===== src/rtl/hazard_unit.sv =====
// Pipeline hazard control: load-use interlock, taken-branch squash and
// multicycle EXECUTE occupancy, plus a saturating stall-cycle counter.
module hazard_unit (
    input  logic        clock,
    input  logic        reset_n,
    input  logic [4:0]  source1_DECODE,
    input  logic [4:0]  source2_DECODE,
    input  logic [4:0]  store_DECODE,
    input  logic        uses_source1_DECODE,
    input  logic        uses_source2_DECODE,
    input  logic        uses_store_DECODE,
    input  logic        valid_DECODE,
    input  logic [4:0]  destination_DECODE,
    input  logic        writeback_DECODE,
    input  logic        load_DECODE,
    input  logic        multicycle_DECODE,
    input  logic [2:0]  latency_DECODE,
    input  logic        branch_taken_EXECUTE,
    output logic        stall_FETCH,
    output logic        stall_DECODE,
    output logic        bubble_EXECUTE,
    output logic        hold_EXECUTE,
    output logic        flush_DECODE,
    output logic [15:0] stall_cycles
);

    typedef enum logic {
        ST_RUN   = 1'b0,
        ST_MULTI = 1'b1
    } state_t;

    state_t      r_state;
    state_t      w_next_state;
    logic [2:0]  r_count;
    logic        r_ex_valid;
    logic [4:0]  r_ex_destination;
    logic        r_ex_load;
    logic        r_ex_writeback;
    logic [15:0] r_stall_cycles;

    logic        w_src_match;
    logic        w_load_use;
    logic        w_issue;
    logic        w_enter_multi;

    function automatic logic [15:0] sat_inc16(input logic [15:0] v);
        return (v == 16'hFFFF) ? v : v + 16'd1;
    endfunction

    // Hazard detection against the instruction currently in EXECUTE
    always_comb begin
        w_src_match = (uses_source1_DECODE && (source1_DECODE == r_ex_destination)) ||
                      (uses_source2_DECODE && (source2_DECODE == r_ex_destination)) ||
                      (uses_store_DECODE   && (store_DECODE   == r_ex_destination));
        w_load_use  = r_ex_valid && r_ex_load && r_ex_writeback &&
                      (r_ex_destination != 5'd0) && valid_DECODE && w_src_match;
    end

    assign w_issue       = valid_DECODE && !stall_DECODE && !flush_DECODE;
    assign w_enter_multi = w_issue && multicycle_DECODE && (latency_DECODE >= 3'd2);

    always_ff @(posedge clock or negedge reset_n) begin
        if (!reset_n) begin
            r_state <= ST_RUN;
        end else begin
            r_state <= w_next_state;
        end
    end

    always_comb begin
        w_next_state = r_state;
        case (r_state)
            ST_RUN: begin
                if (w_enter_multi) begin
                    w_next_state = ST_MULTI;
                end
            end
            ST_MULTI: begin
                if (r_count <= 3'd1) begin
                    w_next_state = ST_RUN;
                end
            end
            default: w_next_state = ST_RUN;
        endcase
    end

    // Outputs are gated by reset_n so they drop without waiting for a clock
    always_comb begin
        stall_FETCH    = 1'b0;
        stall_DECODE   = 1'b0;
        bubble_EXECUTE = 1'b0;
        hold_EXECUTE   = 1'b0;
        flush_DECODE   = 1'b0;
        if (reset_n) begin
            case (r_state)
                ST_RUN: begin
                    if (branch_taken_EXECUTE) begin
                        flush_DECODE   = 1'b1;
                        bubble_EXECUTE = 1'b1;
                    end else if (w_load_use) begin
                        stall_FETCH    = 1'b1;
                        stall_DECODE   = 1'b1;
                        bubble_EXECUTE = 1'b1;
                    end
                end
                ST_MULTI: begin
                    stall_FETCH  = 1'b1;
                    stall_DECODE = 1'b1;
                    hold_EXECUTE = 1'b1;
                end
                default: ;
            endcase
        end
    end

    always_ff @(posedge clock or negedge reset_n) begin
        if (!reset_n) begin
            r_count        <= 3'd0;
            r_ex_valid     <= 1'b0;
            r_stall_cycles <= 16'd0;
        end else begin
            if (stall_DECODE) begin
                r_stall_cycles <= sat_inc16(r_stall_cycles);
            end
            if (r_state == ST_MULTI) begin
                if (r_count != 3'd0) begin
                    r_count <= r_count - 3'd1;
                end
            end else begin
                // Anything other than an issue puts a NOP into EXECUTE
                r_ex_valid <= w_issue;
                if (w_enter_multi) begin
                    r_count <= latency_DECODE - 3'd1;
                end
            end
        end
    end

    always_ff @(posedge clock) begin
        if ((r_state == ST_RUN) && w_issue) begin
            r_ex_destination <= destination_DECODE;
            r_ex_load        <= load_DECODE;
            r_ex_writeback   <= writeback_DECODE;
        end
    end

    assign stall_cycles = r_stall_cycles;

endmodule


===== config.mk =====
export PLATFORM = sky130hd
export DESIGN_NAME = hazard_unit
export DESIGN_NICKNAME = d
export VERILOG_FILES = /design/src/rtl/hazard_unit.sv
export SDC_FILE = /design/constraint.sdc
export NUM_CORES = 1
export LEC_CHECK = 0
export CAP_MARGIN = 25
export CORE_MARGIN = 3
export CORE_UTILIZATION = 30
export DETAILED_ROUTE_END_ITERATION = 10
export PLACE_DENSITY = 0.53
export SYNTH_ARGS = -nofsm -noshare
export SYNTH_HDL_FRONTEND = slang
export SYNTH_SLANG_ARGS = --single-unit

===== constraint.sdc =====
create_clock -name clock -period 2.6 [get_ports clock]
set_clock_uncertainty 0.15 [all_clocks]
set_input_delay 0.52 -clock clock [delete_from_list [all_inputs] [get_ports clock]]
set_output_delay 0.52 -clock clock [all_outputs]
set_load 0.05 [all_outputs]

* After elaboration in Yosys (flattened, before gate mapping)
Cells that the tools add are included.
** Word-level totals
- Register bits after elaboration :: 28
- Bits of input ports :: 33
- Logic and storage cells :: 59
** Cells by class
- Add/sub/neg operators :: 3
- Magnitude comparators :: 2
- Equality and inequality tests :: 5
- Mux-type cells :: 18
- Bitwise operators :: 2
- Reductions and logical operators :: 22
** Operators by type and width (number)
- adder 16 x 1 -> 16 bit, second input constant :: 1
- equality test 16 bit, second input constant :: 1
- equality test 5 bit :: 3
- logical AND 1 bit :: 13
- two-way mux 1 bit :: 13
- two-way mux 3 bit :: 3
- subtractor 3 x 1 -> 3 bit, second input constant :: 2
- nonzero test 5 bit :: 1
- case mux 1 bit (2 select lines) :: 2
- AND reduction 2 bit :: 2
- >= comparator 3 x 2 -> 1 bit, second input constant :: 1
- <= comparator 3 x 1 -> 1 bit, second input constant :: 1
- nonzero test 3 bit :: 1
- zero test 1 bit :: 2
- logical OR 1 bit :: 2
- != test 2 x 1 -> 1 bit, second input constant :: 1
- inverter 1 bit :: 2
- nonzero test 2 bit :: 1

* Longest topological paths before layout
Gate-level depths: netlist of run 1.
- Depth in word-level cells :: 16
- Mapped depth :: 8
- Mapped depth without buffers :: 7

* Worst setup path before layout of run 1
OpenSTA, ideal clock, no wires.
- Path kind :: in2out
- Start :: input source2_DECODE[3]
- End :: output bubble_EXECUTE
- Arrival :: 2.457 ns
- Required time :: 1.930 ns
- Path slack :: -0.527 ns
- Stages on the path :: 6
- Path through :: xor2_1 > nor4_1 > and3_4 > or3_2 > a21oi_1 > nor3b_1
** Between the ends
- Cells in the longest elaborated chain, start to end :: 9
** RTL lines
- start, declared :: RTL line 7 : input logic [4:0] source2_DECODE,
- equality test 5 bit :: RTL line 53 : (uses_source2_DECODE && (source2_DECODE == r_ex_destination)) ||
- logical AND 1 bit :: RTL line 53
- logical OR 1 bit :: RTL line 52 : w_src_match = (uses_source1_DECODE && (source1_DECODE == r_ex_destination)) ||
- logical OR 1 bit :: RTL line 53
- logical AND 1 bit :: RTL line 56 : (r_ex_destination != 5'd0) && valid_DECODE && w_src_match;
- two-way mux 1 bit :: RTL line 100 : end else if (w_load_use) begin
- two-way mux 1 bit :: RTL line 97 : if (branch_taken_EXECUTE) begin
- two-way mux 1 bit :: RTL line 95 : case (r_state)
- two-way mux 1 bit :: RTL line 94 : if (reset_n) begin
- end, declared :: RTL line 21 : output logic bubble_EXECUTE,
Every way passes these cells.

* Worst setup path in the final report of run 1
- Start :: register r_ex_destination[0]
- End :: output bubble_EXECUTE
** Between the ends
- Cells in the longest elaborated chain, start to end :: 9
- Elaborated cells between the ends (all ways) :: 16
- Classes of those cells :: 3 x eq/ne; 4 x mux; 9 x reduce/logical
** RTL lines
- start, declared :: RTL line 36 : logic [4:0] r_ex_destination;
- start signal, assigned :: RTL line 141 : r_ex_destination <= destination_DECODE;
- equality test 5 bit, on equally long branches :: RTL line 52, 53
- logical AND 1 bit, on equally long branches :: RTL line 52, 53
- logical OR 1 bit :: RTL line 52
- logical OR 1 bit :: RTL line 53
- logical AND 1 bit (*) :: RTL line 56
- two-way mux 1 bit (*) :: RTL line 100
- two-way mux 1 bit (*) :: RTL line 97
- two-way mux 1 bit (*) :: RTL line 95
- two-way mux 1 bit (*) :: RTL line 94
Mark *: on every way between the ends. The rest lies on a longest branch, timed or not.

==> metrics.txt, run 1 <==
Worst path slowest cell edfxtp_1; Final #Nets 253; number of synthesis warnings 0; H-tree Lvls 1; Slew headroom 65.6%; power share of the clock group 17.3%; Hold WS 0.343 ns; Worst Hold Class reg2reg; Antenna diodes 0; Clock Latency Late Sink 0.28 ns; top sig layer met4; post-DP HPWL 3.21 mm; VDD IR-drop max 428 uV; post-synthesis sequential area ratio 44.5%; crit path kind reg2out; wire length on met2 2.02 mm; placed insts 276; synthesized flop and latch total 28; clk sink count 28; first-pass GRT wire length 6.58 mm; Worst setup EP type output port; Tmin final 2.70 ns; WL/cell 14.1 microns; post-route insts no fill 283; Core Footprint 5200 sq um; FF-to-FF Start r_ex_destination[2]$_DFFE_PP_; Post-Syn Instances 143; Final ANT Viol Nets 0; maximum root-to-sink buffer count 2; CTS tree yes; gpl congestion 0.774; Pre-antenna DRT Iters 4; initial antenna violation count 0; Worst Setup EP bubble_EXECUTE; Die H 80.3 microns; met3 WL 99 microns; layout cells sized above 1 22.1%; Syn Nets 182; Via Count 1,288; area delta synth->final 51.8%; Int Power 0.00110 W; required time at the worst-slack endpoint 1.93 ns; Comb pwr share 46.7%; number of flops mapped to enable cells by yosys 7; initial core utilization 31.8%; IO Pins 54; WL final 3.99 mm; I/O Buffers 53; Post-CTS Hold Buffers 0; Crit path largest cell delay 0.48 ns; final instance area 2510 sq um; Slew Viols, Final 0; FF-to-FF End r_count[0]$_DFFE_PN0P_; R2R Setup Slk 0.13 ns; leakage power 1.09 nW; number of global-route vias before repair 1,369; slew at the pin closest to its max-slew limit 0.514 ns; CP Launch Point r_ex_destination[0]$_DFFE_PP_; Hold Vio Cnt, Final 0; CP Cell Sequence xor2_1 > nor4_1 > and3_4 > or3_4 > a21oi_2 > nor3b_2 > clkbuf_16; asr flop ratio synth 75.0%; Setup TNS -0.221 ns; Max-Cap Viols 0; DP Area 2410 sq um; Die ar. 6440 sq um; sw frac 37.8%; Worst Reg2Reg Path Length in Cells 11; unrepaired setup endpoints after global routing true; crit-path max FO 4; residual DRC count 0; prevailing post-synth register cell dfrtp_1; Die W 80.3 microns; Power Density 705 nW/um^2; GRT overflow 0; Vias/cell 4.55; Starting DRT DRC Count 41; failing checks negative setup slack; switching pwr 0.000670 W; unique cell type count in the Yosys netlist 42; row cnt 26; maximum clock rate 370 MHz; Met1 Wirelength 1.85 mm; Worst EP arrival 2.03 ns; Final Cycle Share 104%; Worst Setup Slack, final -0.101 ns; setup violators final 3; CTS buffer count 3; CTS root buffer clkbuf_8; crit start category register; sequential group share of total power 36.0%; mapped cell area 1650 sq um; status finished with violations; pre-CTS setup slack -0.370 ns; pin count of the biggest net entering global routing 19; clk slew on worst S/H paths 0.09 ns; total global-route track usage 13.0%; Mean Syn Cell Area 11.6 sq um
==> worst min-delay path by stage <==
stage                                      start                      to  slack, ns  depth (start not counted)
after global routing      r_ex_valid$_DFFE_PN0N_  r_ex_valid$_DFFE_PN0N_       0.36                          1
final                     r_ex_valid$_DFFE_PN0N_  r_ex_valid$_DFFE_PN0N_       0.34                          1
after floorplan                          reset_n  r_count[0]$_DFFE_PN0P_       0.07                          0
after global placement    r_ex_valid$_DFFE_PN0N_  r_ex_valid$_DFFE_PN0N_       0.32                          1
after CTS                 r_ex_valid$_DFFE_PN0N_  r_ex_valid$_DFFE_PN0N_       0.35                          1
after detailed placement  r_ex_valid$_DFFE_PN0N_  r_ex_valid$_DFFE_PN0N_       0.32                          1
==> routing by layer <==
layer  vias to the layer above  GRT usage [%]
met3                         2           2.24
met4                         0           2.53
met5                         -              0
met2                        14           21.9
met1                       633           17.5
li1                        639              -
==> worst max-delay path, delay by kind of cell (launching register included) <==
family                    cells  cell delay, ns
DFF                           1            0.48
xor gates and xnor gates      1            0.18
AOI/OAI and AO/OA             1            0.05
and+or+nand+nor               4            0.85
buffers and inverters         1            0.20
==> power by group through the flow <==
stage,logic [W],clock network [W],registers (W)
floorplan,0.000390,0,0.000758
global placement,0.000814,0,0.000643
detailed placement,0.000829,0,0.000647
CTS,0.000828,0.000323,0.000638
global route,0.000897,0.000338,0.000652
finish,0.000827,0.000307,0.000636
==> placed cells by master, fill, tap and decap left out, types with 3 or more instances in the layout <==
master / n
clkdlybuf4s50_1: 34
dfrtp_1: 21
xnor2_1: 17
buf_4: 15
xor2_1: 14
dlygate4sd2_1: 14
inv_1: 7
and3_1: 7
nand3_2: 7
edfxtp_1: 7
nand4_1: 6
ha_1: 6
nand2_1: 4
a21oi_1: 4
mux2i_1: 4
buf_12: 4
nor4_1: 3
nor2b_1: 3
clkbuf_8: 3
buf_6: 3
==> registers in the layout, indices dropped and copies added, names as in the netlist <==
register	flops
r_state	1
r_ex_destination	5
r_ex_valid	1
r_ex_writeback	1
stall_cycles	16
r_count	3
r_ex_load	1
==> per-stage QoR <==
step / total power (W) / util (%)
4_1_cts: 0.00179 / 47.7
2_1_floorplan: 0.00115 / -
6_report: 0.00177 / 48.2
3_5_place_dp: 0.00148 / 46.3
5_1_grt: 0.00189 / 48.2
3_3_place_gp: 0.00146 / 46.3
==> Yosys cell counts (2+ instances only) <==
cell | instances | area, sq um
dfrtp_1 | 21 | 526
xnor2_1 | 17 | 149
xor2_1 | 14 | 123
and3_1 | 7 | 43.8
edfxtp_1 | 7 | 210
inv_1 | 7 | 26.3
nand3_2 | 7 | 70.1
ha_1 | 6 | 75.1
nand4_1 | 6 | 37.5
a21oi_1 | 5 | 25.0
nand2_1 | 5 | 18.8
mux2i_1 | 4 | 40.0
nor2b_1 | 3 | 18.8
nor4_1 | 3 | 18.8
and3_4 | 2 | 22.5
nor2_1 | 2 | 7.51
o21ai_0 | 2 | 10.0
==> logic make-up after synthesis <==
family | Yosys count | share of synthesized area [%]
compound gates | 14 | 7.64
xor+xnor | 31 | 16.4
fa+ha+maj | 6 | 4.54
buf+inv | 12 | 3.48
flops | 28 | 44.5
mux | 7 | 4.69
simple gates | 45 | 18.8
==> final cells by class <==
cell class                      count  area, sq um
Fill cell                         516         2690
Multi-Input combinational cell    103          881
Sequential cell                    28          736
Timing Repair Buffer               71          714
Tap cell                           70         87.6
Clock buffer                        4         66.3
Inverter                            7         26.3
==> repair_timing <==
action                                  CTS  global route
pin swaps                                13             7
endpoints found under the setup margin    4            13
buffers inserted                          2             1
gates resized for setup                  16             5
cloned                                    0             0
No activity file was read; power rests on OpenSTA's default activity.
==> run 2: changes to the inputs <==
SETUP_SLACK_MARGIN = 0.5   (was default)
==> run 2 against run 1 <==
  * The flow still finishes with violations (negative setup slack)
  * Design area up 4.4%
  * Largest cell class unchanged
  * Die area unchanged
  * Highest routed layer unchanged
  * Combinational power rose by 2.5%
==> metrics.txt, run 2 (same netlist as run 1, synthesis figures left out) <==
status finished with violations; failing checks negative setup slack; R2R Setup Slk 0.04 ns; final instance area 2620 sq um; Worst Hold Class in2async; Post-CTS Hold Buffers 0; I/O Buffers 53; CP Cell Sequence clkdlybuf4s50_1 > xnor2_1 > and3_4 > buf_4 > o311ai_4 > nand2_4 > buf_12; Worst Reg2Reg Path Length in Cells 10; Pwr Total 0.00178 W; Clock Latency Late Sink 0.27 ns; FF-to-FF Start r_ex_destination[4]$_DFFE_PP_; commonest non-fill, non-tap cells in the layout dlygate4sd2_1, dfrtp_1, clkdlybuf4s50_1, xor2_1, xnor2_1; crit start category primary input; crit-path max FO 3; commonest non-fill, non-tap cell in the layout dlygate4sd2_1; IO Pins 54; Crit path largest cell delay 0.41 ns; leakage power 1.19 nW; Final #Nets 254; pin count of the biggest net entering global routing 22; VDD IR-drop max 348 uV; Hold Vio Cnt, Final 0; Slew Viols, Final 0; delay-heaviest family, CP buffers and inverters; first-pass GRT wire length 6.69 mm; GRT overflow 0; post-DP HPWL 3.24 mm; Slew headroom 67.1%; row cnt 26; Die W 80.3 microns; Final ANT Viol Nets 0; CTS root buffer clkbuf_8; crit path kind in2out; CTS buffer count 3; clk sink count 28; Max-Cap Viols 0; DP Area 2430 sq um; Worst setup EP type output port; layout cells sized above 1 29.9%; initial core utilization 31.8%; required time at the worst-slack endpoint 1.93 ns; gpl congestion 0.800; clk slew on worst S/H paths 0.09 ns; WL/cell 14.2 microns; total global-route track usage 13.5%; H-tree Lvls 1; Core Footprint 5200 sq um; residual DRC count 0; Worst path slowest cell clkdlybuf4s50_1; Worst Setup Slack, final -0.0926 ns; WL final 4.04 mm; CTS tree yes; Vias/cell 4.58; Worst EP arrival 2.02 ns; initial antenna violation count 0; Fill cells 492; unrepaired setup endpoints after global routing true; maximum root-to-sink buffer count 2; area delta synth->final 58.5%; Pre-antenna DRT Iters 4; setup violators final 3; Via Count 1,301; Starting DRT DRC Count 22; slew at the pin closest to its max-slew limit 0.496 ns; Final Cycle Share 104%; Tmin final 2.69 ns; Die ar. 6440 sq um; max reg flops 16; number of global-route vias before repair 1,346; pre-CTS setup slack -0.469 ns; FF-to-FF End stall_cycles[3]$_DFFE_PN0P_; Power Density 677 nW/um^2; maximum clock rate 371 MHz; Die H 80.3 microns; WP buf/inv 3; Antenna diodes 0
run 2: changes by cell type in the layout (fill, tap and decap cells not counted), sizes merged:
cell | before | now
buf | 22 | 24
clkdlybuf4s15 | 0 | 1
dlygate4sd2 | 14 | 31
clkbuf | 5 | 4
clkdlybuf4s50 | 34 | 16
run 2: worst max path at each step:
| stage | to | slack, ns | cells after the start | from |
|---|---|---|---|---|
| 2_1_floorplan | bubble_EXECUTE | 0.11 | 6 | source2_DECODE[3] |
| 3_3_place_gp | bubble_EXECUTE | -0.42 | 8 | store_DECODE[4] |
| 3_5_place_dp | bubble_EXECUTE | -0.47 | 8 | source2_DECODE[4] |
| 4_1_cts | bubble_EXECUTE | -0.16 | 7 | r_ex_destination[4]$_DFFE_PP_ |
| 5_1_grt | bubble_EXECUTE | -0.25 | 7 | r_ex_destination[4]$_DFFE_PP_ |
| 6_report | stall_FETCH | -0.09 | 7 | source2_DECODE[1] |
run 2: per-layer routing:
| metal | GRT usage (%) | part of all wire, % | wire length [microns] |
|---|---|---|---|
| met5 | 0 | 0 | 0 |
| met4 | 3.04 | 0.50 | 20 |
| met3 | 2.02 | 2.1 | 86 |
| met2 | 22.9 | 52 | 2090 |
| met1 | 17.9 | 46 | 1840 |
run 2: area by class of cell:
type / count / area, sq um / share of cell area (%)
sequential: 28 / 741 / 28.2
inverter: 7 / 26.3 / 1.00
clock buffer: 4 / 55.1 / 2.10
timing repair buffer: 72 / 737 / 28.1
multi-input combinational: 103 / 976 / 37.2
tap: 70 / 87.6 / 3.34
run 2: repair_timing:
action	4_1_cts	5_1_grt
buffers inserted	1	5
resized for setup	48	7
pin swaps	21	12
endpoints found under the setup margin	49	32
endpoints found under the hold margin	0	0
cloned	1	0
run 2: through the flow:
stage / cells / hold WS, ns / utilization [%] / TNS (ns)
after floorplan: 143 / 0.0744 / - / 0
after global placement: 273 / 0.312 / 46.8 / -6.69
after detailed placement: 273 / 0.321 / 46.8 / -7.45
after CTS: 279 / 0.195 / 48.8 / -0.494
after global routing: 284 / 0.185 / 50.4 / -1.51
final: 284 / 0.194 / 50.4 / -0.276
run 2: power breakdown:
group | internal [W] | leakage, nW | switching (W)
Clock | 0.000135 | 0.0288 | 0.000129
Combinational | 0.000404 | 0.829 | 0.000445
Sequential | 0.000548 | 0.330 | 0.000115
Total | 0.00109 | 1.19 | 0.000689
